==> src/rtl/prog_loader.sv <==
// prog_loader: program loader and run controller for one proc core.
//
// Collects a stream of WORD_WIDTH-bit words into CMD_WIDTH-bit commands,
// first word in the most significant slot. Each finished command is written
// to the core's command memory. The core is held in reset while loading and
// is released only by an explicit run request.
//
// Ports:
//   clk, reset          clock and synchronous active-high reset
//   load_start          pulse: begin loading at address 0 (IDLE or LOADED)
//   word_in/valid/last  program word stream; word_ready is the accept side
//   run, halt           pulses: release the core (LOADED) / put it back in reset (RUN)
//   proc_reset          drives the core's reset
//   write_prog_enable   command memory write strobe, with cmd_addr/cmd_data
//   prog_len            number of commands in the last completed load
//   busy, done, error   status: loading / loaded / sticky fault
//
// All outputs are registered. They are computed from the next state, so each
// one lines up with the state it describes.
module prog_loader #(
  parameter int CMD_WIDTH  = 128,
  parameter int WORD_WIDTH = 32,
  parameter int ADDR_WIDTH = 8
) (
  input  logic                  clk,
  input  logic                  reset,
  input  logic                  load_start,
  input  logic [WORD_WIDTH-1:0] word_in,
  input  logic                  word_valid,
  input  logic                  word_last,
  output logic                  word_ready,
  input  logic                  run,
  input  logic                  halt,
  output logic                  proc_reset,
  output logic                  write_prog_enable,
  output logic [ADDR_WIDTH-1:0] cmd_addr,
  output logic [CMD_WIDTH-1:0]  cmd_data,
  output logic [ADDR_WIDTH:0]   prog_len,
  output logic                  busy,
  output logic                  done,
  output logic                  error
);

  localparam int BEATS  = CMD_WIDTH / WORD_WIDTH;
  localparam int BEAT_W = (BEATS > 1) ? $clog2(BEATS) : 1;
  localparam logic [BEAT_W-1:0]     LAST_BEAT = BEAT_W'(BEATS - 1);
  localparam logic [ADDR_WIDTH-1:0] MAX_ADDR  = '1;

  typedef enum logic [2:0] {IDLE, LOAD, WRITE, LOADED, RUN} state_t;

  state_t                  state, state_next;
  logic [BEAT_W-1:0]       beat, beat_next;
  logic [ADDR_WIDTH-1:0]   addr, addr_next;
  logic [CMD_WIDTH-1:0]    asm_buf, asm_buf_next, asm_merged;
  logic                    last_seen, last_seen_next;
  logic [ADDR_WIDTH-1:0]   cmd_addr_next;
  logic [CMD_WIDTH-1:0]    cmd_data_next;
  logic [ADDR_WIDTH:0]     prog_len_next;
  logic                    error_next;
  logic                    handshake;

  // word_ready is registered and high exactly in LOAD.
  assign handshake = word_valid && word_ready;

  // The partial command with the incoming word dropped into the slot for the
  // current beat (beat 0 occupies the top word).
  always_comb begin
    asm_merged = asm_buf;
    for (int b = 0; b < BEATS; b++) begin
      if (beat == BEAT_W'(b)) begin
        asm_merged[(BEATS-1-b)*WORD_WIDTH +: WORD_WIDTH] = word_in;
      end
    end
  end

  always_comb begin
    state_next     = state;
    beat_next      = beat;
    addr_next      = addr;
    asm_buf_next   = asm_buf;
    last_seen_next = last_seen;
    cmd_addr_next  = cmd_addr;
    cmd_data_next  = cmd_data;
    prog_len_next  = prog_len;
    error_next     = error;

    unique case (state)
      IDLE: begin
        if (load_start) begin
          state_next = LOAD;
          beat_next  = '0;
          addr_next  = '0;
          error_next = 1'b0;
        end
      end

      LOAD: begin
        if (handshake) begin
          if (beat == LAST_BEAT) begin
            // Command complete: present it on the write port for one cycle.
            state_next     = WRITE;
            last_seen_next = word_last;
            asm_buf_next   = asm_merged;
            cmd_addr_next  = addr;
            cmd_data_next  = asm_merged;
          end else if (word_last) begin
            // Program ended mid-command: the partial command is dropped.
            state_next = IDLE;
            error_next = 1'b1;
          end else begin
            asm_buf_next = asm_merged;
            beat_next    = beat + 1'b1;
          end
        end
      end

      WRITE: begin
        if (last_seen) begin
          prog_len_next = {1'b0, addr} + (ADDR_WIDTH+1)'(1);
          state_next    = LOADED;
        end else if (addr == MAX_ADDR) begin
          // No address left for the next command.
          state_next = IDLE;
          error_next = 1'b1;
        end else begin
          addr_next  = addr + 1'b1;
          beat_next  = '0;
          state_next = LOAD;
        end
      end

      LOADED: begin
        // A fresh load wins over a simultaneous run.
        if (load_start) begin
          state_next = LOAD;
          beat_next  = '0;
          addr_next  = '0;
          error_next = 1'b0;
        end else if (run) begin
          state_next = RUN;
        end
      end

      RUN: begin
        if (halt) begin
          state_next = IDLE;
        end
      end

      default: state_next = IDLE;
    endcase
  end

  always_ff @(posedge clk) begin
    if (reset) begin
      state             <= IDLE;
      beat              <= '0;
      addr              <= '0;
      last_seen         <= 1'b0;
      cmd_addr          <= '0;
      cmd_data          <= '0;
      prog_len          <= '0;
      error             <= 1'b0;
      word_ready        <= 1'b0;
      busy              <= 1'b0;
      done              <= 1'b0;
      proc_reset        <= 1'b1;
      write_prog_enable <= 1'b0;
    end else begin
      state             <= state_next;
      beat              <= beat_next;
      addr              <= addr_next;
      last_seen         <= last_seen_next;
      cmd_addr          <= cmd_addr_next;
      cmd_data          <= cmd_data_next;
      prog_len          <= prog_len_next;
      error             <= error_next;
      word_ready        <= (state_next == LOAD);
      busy              <= (state_next == LOAD) || (state_next == WRITE);
      done              <= (state_next == LOADED);
      proc_reset        <= (state_next != RUN);
      write_prog_enable <= (state_next == WRITE);
    end
  end

  // Assembly buffer is pure data; every slot is rewritten before it is used.
  always_ff @(posedge clk) begin
    asm_buf <= asm_buf_next;
  end

endmodule

==> config.mk <==
export PLATFORM = sky130hd
export DESIGN_NAME = prog_loader
export DESIGN_NICKNAME = d
export VERILOG_FILES = /design/src/rtl/prog_loader.sv
export SDC_FILE = /design/constraint.sdc
export NUM_CORES = 1
export LEC_CHECK = 0
export CAP_MARGIN = 20
export CORE_UTILIZATION = 55
export CTS_CLUSTER_DIAMETER = 50
export DETAILED_ROUTE_END_ITERATION = 12
export GPL_TIMING_DRIVEN = 0
export HOLD_SLACK_MARGIN = 0.03
export MAX_ROUTING_LAYER = met4
export PLACE_DENSITY = 0.94
export SLEW_MARGIN = 10
export SYNTH_ARGS = -nofsm -noshare
export SYNTH_HDL_FRONTEND = slang
export SYNTH_SLANG_ARGS = --single-unit
==> constraint.sdc <==
create_clock -name clk -period 33.4 [get_ports clk]
set_input_delay 3.34 -clock clk [delete_from_list [all_inputs] [get_ports clk]]
set_output_delay 3.34 -clock clk [all_outputs]
set_load 0.02 [all_outputs]
==> run metrics, run 1 <==
# rows just over 50; GRT Total Usage 29.0%; worst-path fanout max 8; crit path max-delay cell type a2111oi_2; Seq/Total Area, Yosys between 60% and 70%; first drt pass iteration count 5; die area about 20000 um^2; fmax 178 MHz; max cap viols 0; async set-reset flop share out of synthesis 0%; final setup violation count 0; Setup Total Neg Slack 0 ns; Post-DP HPWL 20100 um; vias per cell 5.57; 1st-iter DRT viols 446; Final #Nets around 1300; most used cell, CP buf_2; Worst Path Required between 30 and 40 ns; Die Y 143 um; CP top delay family buffers and inverters; YS warnings 0; area grow syn2layout 29.1%; share of cells above drive strength 1 17.1%; # clock sinks 278; wire length on met2 between 10000 and 15000 um; Die X 143 um; WL met3 1960 um; GPL Wtd Cong about 0.86; global route overflow 0; Final Hold Viols 0; Layout Skew 0.0125 ns; Starting Density 56.1%; DRT antenna net count 0; Syn Nets around 1000; global-route wire length before repair approximately 44000 um; Post-synth top flop dfxtp_1; via count 8458; worst hold path class flip-flop to flip-flop; CP Capture Type flip-flop; core footprint 19500 um^2; worst hold slack 0.455 ns; Post-Route WL 28400 um; Peak VDD IR 47.5 uV; Post-Syn Area roughly 11000 um^2; CP peak stage delay 0.81 ns; CTS buffer count 28; CTS max path bufs 3; dpl ws about 27 ns; minimum clock period 5.63 ns; max-slew violation count 0; Avg Cell Area, Syn approximately 11 um^2; period utilization approximately 17%; CTS Hold Bufs 0; outcome completed; vias in the first global route 8398; CTS root buffer clkbuf_16; IO buf count 189; pin count of the biggest net entering global routing 15; WL per Instance 18.7 um; crit-path cells clkdlybuf4s50_1 -> nand2_1 -> a2111oi_2 -> buf_2 -> buf_2 -> buf_4 -> buf_2; clock-pin slew on the worst setup and hold paths about 0.060 ns; Least-Margin Pin Slew 0.929 ns; num ports 190; Buf/Inv on CP 5; WP data arrival 5.85 ns; Post-route DRC 0; worst skew pair latency roughly 0.53 ns; WS Path Type input port to flip-flop; Post-CTS Setup Inserts 0; cells after synthesis 996; min setup slack post-route 27.77 ns; Max-Slew Margin vs Limit 38.0%; Worst setup SP type input port; CTS tree done; synth unique cells 53; WL met1 11600 um; number of synthesized flops with an enable pin between 100 and 150; top sig layer met4; Cell Pwr Density 47.7 nW/um^2; # resized after CTS 0; H-tree Lvls 1; number of inserted diodes 0; RSZ-0062 raised after global routing false; initial antenna violation count 0; Pleak 4.77 nW; flops & latches, synth 278
==> layout by cell type (no fill, tap or decap), types with 8 or more instances in the layout <==
cell type	netlist	final
nand2_1	281	281
clkdlybuf4s50_1	0	189
dfxtp_1	165	165
a21oi_1	142	142
mux2_2	116	116
edfxtp_1	113	113
clkbuf_1	28	38
buf_2	22	32
clkbuf_16	0	29
buf_6	11	11
inv_1	10	10
buf_1	9	9
buf_4	1	9
nor2_1	8	8
==> routing by layer <==
layer  GRT usage (%)  vias to the layer above
met3            4.06                       69
met4            10.3                        0
li1                -                     3910
met2            49.2                      361
met5               -                        -
met1            35.6                     4118
==> synth_stat cells, drive strengths merged, types with 5 or more instances <==
master	number	share of area, %
ha	6	0.69
nand3	6	0.28
and3	6	0.34
dfxtp	165	30
nor2	8	0.28
buf	43	2.5
nor2b	6	0.34
mux2	117	12
o21ai	5	0.23
edfxtp	113	31
a21oi	142	6.5
and2	5	0.29
nand2	281	9.7
inv	10	0.34
nand2b	6	0.34
clkbuf	28	0.96
==> state kept, by name (all words and copies together) (netlist names), 2 cells and up <==
register and cells:
addr 8, cmd_addr 8, cmd_data 128, beat 2, state 3, asm_buf 113
prog_len 9
==> path summary, 6_finish.rpt <==
check                                start                  endpoint  slack [ns]  depth (start not counted)
setup / recovery                word_valid    asm_buf[115]$_DFFE_PP_       27.77                          7
hold / removal    cmd_data[4]$_SDFFE_PP0P_  cmd_data[4]$_SDFFE_PP0P_        0.45                          2
setup reg to reg      beat[0]$_SDFFE_PP0P_    asm_buf[115]$_DFFE_PP_       30.23                          8
hold reg to reg   cmd_data[4]$_SDFFE_PP0P_  cmd_data[4]$_SDFFE_PP0P_        0.45                          2
==> power breakdown <==
part / internal, mW / switching [mW] / total (mW)
Combinational: 0.0129 / 0.0166 / 0.0295
Sequential: 0.355 / 0.000782 / 0.355
Clock: 0.162 / 0.125 / 0.287
Total: 0.529 / 0.143 / 0.672
==> kinds of logic after synthesis <==
kind of cell,after synthesis,share of synthesized area [%]
AO/OA/AOI/OAI,171,8.71
XOR/XNOR,4,0.321
flip-flops,278,61.3
multiplexers,117,12.1
adder cells (fa/ha/maj),6,0.688
buffers and inverters,81,3.83
AND/OR/NAND/NOR,339,13.0
==> through the flow <==
| step | total power [mW] | area [um^2] | util, % | std cells |
|---|---|---|---|---|
| floorplan | 0.380 | 10900 | - | 996 |
| CTS | 0.673 | 14100 | 72.4 | 1519 |
| global route | 0.690 | 14100 | 72.4 | 1519 |
| global placement | 0.392 | 13100 | 67.5 | 1450 |
| detailed placement | 0.392 | 13300 | 68.1 | 1468 |
| finish | 0.672 | 14100 | 72.4 | 1519 |
==> tightest hold or removal path: stages (launching register included) <==
cell and delay, ns:
dfxtp_1 0.31, nand2_1 0.05, a21oi_1 0.05
==> final cells by class <==
cell class / count / area (um^2)
fillers: 1321 / 5370
multi-input cells: 637 / 3810
plain buffers: 71 / 380
flip-flops and latches: 278 / 6700
clock inverters: 11 / 57.6
clock buffers: 40 / 777
repair buffers: 207 / 2000
inverters: 10 / 37.5
well taps: 265 / 332
(Power assumes the default switching activity.)
==> inputs of run 2 (changes only) <==
- CORE_UTILIZATION: 55 -> 47
- PLACE_DENSITY: 0.94 -> 0.86
- clock period: 33.4 -> 5 ns (I/O delays scaled with it)
==> run 2 against run 1 <==
  * Critical path depth is the same
  * Via count shrank 1.0%
  * Final area grew 1.9%
  * Combinational power grew to 6.7 times the previous value
  * Sequential power grew to 6.7 times the previous value
  * Routed wire length grew 2.1%
  * Clock-buffer cell count grew 5
  * Non-clock buffer count shrank 8
  * Die area grew 17%
  * Critical endpoint is now asm_buf[109]$_DFFE_PP_
  * Highest routed layer unchanged
==> run metrics, run 2 (synthesis results as in run 1) <==
commonest cells after routing, fill and taps aside nand2_1 (281), clkdlybuf4s50_1 (189), dfxtp_1 (163); Least-Margin Pin Slew 0.782 ns (-0.147 ns); Inst Count DP 1480 (+0.82%); Peak VDD IR 224 uV (+370%); pin count of the biggest net entering global routing 15 (unchanged); largest reg by FF count cmd_data; global route overflow 0 (unchanged); worst hold slack 0.452 ns (-0.00330 ns); area grow syn2layout 31.5%; Layout Skew 0.0162 ns (+0.00369 ns); CTS buffer count 31 (+11%); Setup Total Neg Slack 0 ns (unchanged); Starting Density 48.1% (-8.0 points); WP data arrival 2.72 ns (-3.13 ns); reg2reg setup slack 2.53 ns (-27.70 ns); CP startpoint beat[0]$_SDFFE_PP0P_; Post-Route WL 29000 um (+2.1%); DRT antenna net count 0 (unchanged); vias per cell 5.45 (-2.2%); clock-pin slew on the worst setup and hold paths 0.06 ns (about the same); most used cell, CP buf_6; Post-route DRC 0 (unchanged); minimum clock period between 2 and 2.5 ns; # clock sinks 278 (unchanged); 1st-iter DRT viols 450 (+0.90%); num ports 190 (unchanged); Pleak 4.84 nW (+1.4%); reg2reg start beat[0]$_SDFFE_PP0P_; final setup violation count 0 (unchanged); commonest non-fill, non-tap cell in the layout nand2_1; fmax 404 MHz; WS Path Type flip-flop to flip-flop; via count 8373 (-1.0%); reg2reg end asm_buf[109]$_DFFE_PP_; Post-DP HPWL 20400 um (+1.7%); IO buf count 189 (unchanged); Worst Path Required 5.25 ns (-28.37 ns); Worst Reg-to-Reg Cells 7 (-1); biggest regs cmd_data (128), asm_buf (113), prog_len (9); Max-Slew Margin vs Limit 47.9% (+9.9 points); CP peak stage delay 0.70 ns (-0.11 ns); share of cells above drive strength 1 17.5% (+0.43 points); WL per Instance 18.9 um (+0.94%); worst hold path class flip-flop to flip-flop; Post-Layout Cell Count 1537 (+1.2%); Worst setup SP type flip-flop; overall power 4.86 mW (+620%); global-route wire length before repair 45800 um (+3.9%); CTS root buffer clkbuf_16; CTS Hold Bufs 0 (unchanged); outcome completed; RSZ-0062 raised after global routing false; CP Capture Type flip-flop; core footprint 22700 um^2 (+17%); die area 23800 um^2 (+17%); GPL Wtd Cong 0.841 (-1.7%); first drt pass iteration count 5 (unchanged); crit-path cells ha_1 -> buf_2 -> inv_1 -> a2111oi_4 -> buf_6 -> buf_6 -> buf_8; Final #Nets 1273 (-0.39%); worst skew pair latency 0.54 ns (about the same); Post-CTS Setup Inserts 0 (unchanged); max reg flops 128 (unchanged); max cap viols 0 (unchanged); # resized after CTS 0 (unchanged); # rows 55 (+7.8%); Die X 154 um (+8.1%); CTS max path bufs 3 (unchanged); initial antenna violation count 0 (unchanged); H-tree Lvls 1 (unchanged); CTS tree done; dpl ws 2.18 ns (-25.06 ns); max-slew violation count 0 (unchanged); vias in the first global route 8434 (+0.43%); GRT Total Usage 25.2% (-3.9 points); Die Y 154 um (+8.1%); Cell Pwr Density 339 nW/um^2 (+610%); period utilization between 40% and 50%; min setup slack post-route 2.53 ns (-25.25 ns); Setup crit end asm_buf[109]$_DFFE_PP_; worst-path fanout max 13 (+5); number of inserted diodes 0 (unchanged); Final Hold Viols 0 (unchanged); crit path max-delay cell type a2111oi_4
[run 2: cell types whose count changed in the layout (fill, tap and decap cells not counted), moves of 3 or more]
cell,before,now
buf_2,32,22
buf_4,9,1
buf_6,11,19
clkbuf_8,1,6
clkinv_2,5,1
clkbuf_1,38,35
clkbuf_16,29,32
clkinv_4,0,3
[run 2: cell type report]
| class | count | area, um^2 |
|---|---|---|
| fill | 1761 | 8350 |
| buffer | 71 | 380 |
| clock buffer | 45 | 910 |
| timing repair buffer | 199 | 2010 |
| multi-input combinational | 637 | 3820 |
| sequential | 278 | 6700 |
| tap | 285 | 357 |
| inverter | 10 | 37.5 |
| clock inverter | 12 | 139 |
[run 2: routing by layer]
layer  vias to the layer above  routed length [um]  global-route usage, %
met5                         -                   0                      -
met4                         0                 678                   6.13
met3                        52                1790                   2.83
met2                       318               14300                   43.2
met1                      4096               12200                   32.0
li1                       3907                   -                      -
[run 2: critical path: cells and delay by family, from the launching register on]
| kind | cells | cell delay, ns |
|---|---|---|
| AOI/OAI and AO/OA | 1 | 0.70 |
| adders and majority gates | 1 | 0.15 |
| buffers and inverters | 5 | 0.96 |
| DFF | 1 | 0.37 |
[run 2: through the flow]
stage	util, %	cell area, um^2
after floorplan	-	10900
after detailed placement	58.6	13300
final	63.2	14400
after CTS	63.2	14400
after global placement	58.1	13200
after global routing	63.2	14400
[run 2: worst min path at each step]
stage / depth (start not counted) / endpoint / slack, ns / start
floorplan: 2 / cmd_addr[1]$_SDFFE_PP0P_ / 0.47 / addr[1]$_SDFFE_PP0P_
global placement: 2 / cmd_data[4]$_SDFFE_PP0P_ / 0.44 / cmd_data[4]$_SDFFE_PP0P_
detailed placement: 2 / cmd_data[3]$_SDFFE_PP0P_ / 0.45 / cmd_data[3]$_SDFFE_PP0P_
CTS: 2 / cmd_data[3]$_SDFFE_PP0P_ / 0.46 / cmd_data[3]$_SDFFE_PP0P_
global route: 2 / cmd_data[44]$_SDFFE_PP0P_ / 0.47 / cmd_data[44]$_SDFFE_PP0P_
finish: 2 / cmd_data[3]$_SDFFE_PP0P_ / 0.45 / cmd_data[3]$_SDFFE_PP0P_
[run 2: where the power goes]
part	internal, mW	switching, mW
sequential	2.37	0.00513
combinational	0.0866	0.112
clock	1.37	0.917
==> inputs of run 3 (changes only) <==
- CORE_UTILIZATION: 47 -> 53
- PLACE_DENSITY: 0.86 -> 0.91
- clock period: 5 -> 2.39 ns (I/O delays scaled with it)
==> run 3 against run 2 <==
  * Sequential cell count unchanged
  * Core utilization up 7.1 points
  * Die area down 11%
  * Largest power group unchanged
==> run metrics, run 3 (synthesis results as in run 1) <==
Max-Slew Margin vs Limit 48.2% (+0.32 points); RSZ-0062 raised after global routing false; worst skew pair latency 0.53 ns (about the same); WL per Instance 18.8 um (-0.61%); minimum clock period 2.30 ns (-0.176 ns); CTS max path bufs 3 (unchanged); global-route wire length before repair 45200 um (-1.3%); period utilization 96.1% (+47 points); 1st-iter DRT viols 517 (+15%); Post-CTS Setup Inserts 0 (unchanged); crit path max-delay cell type a2111oi_4; # resized after CTS 0 (unchanged); CTS buffer count 28 (-9.7%); Final Cell Area 14200 um^2 (-0.84%); multi-input logic area 3830 um^2 (+0.33%); Pleak 4.79 nW (-1.1%); Starting Density 54.0% (+5.9 points); final setup violation count 0 (unchanged); Least-Margin Pin Slew 0.777 ns (-0.00477 ns); outcome completed; share of cells above drive strength 1 17.8% (+0.30 points); number of inserted diodes 0 (unchanged); Peak VDD IR 533 uV (+140%); first drt pass iteration count 5 (unchanged); register area 6700 um^2 (about the same); GRT Total Usage 27.8% (+2.6 points); Die X 146 um (-5.8%); max cap viols 0 (unchanged); biggest regs cmd_data (128), asm_buf (113), prog_len (9); # clock sinks 278 (unchanged); Cell Pwr Density 684 nW/um^2 (+100%); Layout Skew 0.0159 ns (-0.000339 ns); H-tree Lvls 1 (unchanged); Placed Area 13300 um^2 (about the same); Post-route DRC 0 (unchanged); area grow syn2layout 30.4%; # rows 52 (-5.5%); GPL Wtd Cong 0.879 (+4.5%); worst hold path class input port to flip-flop; Die Y 146 um (-5.8%); Worst Path Required 2.63 ns (-2.62 ns); CTS Hold Bufs 0 (unchanged); Final Hold Viols 0 (unchanged); die area 21200 um^2 (-11%); pin count of the biggest net entering global routing 16 (+1); vias in the first global route 8476 (+0.50%); commonest cells after routing, fill and taps aside nand2_1 (281), clkdlybuf4s50_1 (189), dfxtp_1 (163); Worst setup SP type flip-flop; commonest non-fill, non-tap cell in the layout nand2_1; CTS root buffer clkbuf_16; initial antenna violation count 0 (unchanged); Layout Utilization 70.4% (+7.1 points); max-slew violation count 0 (unchanged); num ports 190 (unchanged); # fillers 1390 (-21%); WP data arrival 2.53 ns (-0.19 ns); clock-pin slew on the worst setup and hold paths 0.07 ns (about the same); CTS tree done; IO buf count 189 (unchanged); core footprint 20200 um^2 (-11%); Final #Nets 1271 (-0.16%); worst hold slack 0.362 ns (-0.0895 ns); WS Path Type flip-flop to flip-flop; global route overflow 0 (unchanged); largest reg by FF count cmd_data; vias per cell 5.53 (+1.6%); worst-path fanout max 12 (-1); max reg flops 128 (unchanged); CP peak stage delay 0.48 ns (-0.22 ns); DRT antenna net count 0 (unchanged); Post-DP HPWL 20000 um (-2.2%); CP Capture Type flip-flop; Post-Route WL 28500 um (-1.8%); fmax 436 MHz (+7.7%); via count 8400 (+0.32%); crit-path cells buf_2 -> nand2b_1 -> a2111oi_4 -> buf_6 -> buf_8 -> buf_6 -> buf_6; most used cell, CP buf_6
## run 3: metal layers
metal  vias to the layer above  wire (um)  global-route usage, %
met5                         -          0                      -
met4                         0        667                   7.84
met2                       375      13900                   46.8
li1                       3901          -                      -
met3                        50       2120                   3.98
met1                      4074      11800                   34.9
## run 3: cell type report
class                           count  area share, %
Buffer                             71           2.72
Clock buffer                       31           5.15
Clock inverter                     21           1.28
Inverter                           10          0.264
Sequential cell                   278           47.1
Tap cell                          270           2.37
Multi-Input combinational cell    637           26.9
Timing Repair Buffer              200           14.2
## run 3: metrics by stage
step                      cells  worst slack, ns  total power, mW  TNS [ns]
after global routing       1518           0.0252             9.99         0
after CTS                  1518           0.0884             9.75         0
after floorplan             996            -2.54             5.29   -286.91
after global placement     1455            -4.52             5.46   -510.28
after detailed placement   1466          -0.0770             5.48     -1.95
final                      1518           0.0939             9.73         0
## run 3: power breakdown
part	switching (mW)	total (mW)	leakage [nW]	internal, mW
clock network	1.89	4.35	0.456	2.46
registers	0.0115	4.96	2.35	4.95
logic	0.231	0.413	1.98	0.181
## run 3: path summary, 6_finish.rpt
check | start | to | slack, ns | depth (start not counted)
setup / recovery | state[1]$_SDFF_PP0_ | asm_buf[75]$_DFFE_PP_ | 0.09 | 7
hold / removal | word_in[16] | cmd_data[16]$_SDFFE_PP0P_ | 0.36 | 3
hold reg to reg | cmd_data[111]$_SDFFE_PP0P_ | cmd_data[111]$_SDFFE_PP0P_ | 0.46 | 2
setup reg to reg | state[1]$_SDFF_PP0_ | asm_buf[75]$_DFFE_PP_ | 0.09 | 7
## run 3: worst max-delay path: cells and delay by family (launching register included)
family | cells | cell delay [ns]
AND/OR/NAND/NOR | 1 | 0.31
flip-flops | 1 | 0.30
buffers and inverters | 5 | 0.91
AO/OA/AOI/OAI | 1 | 0.48
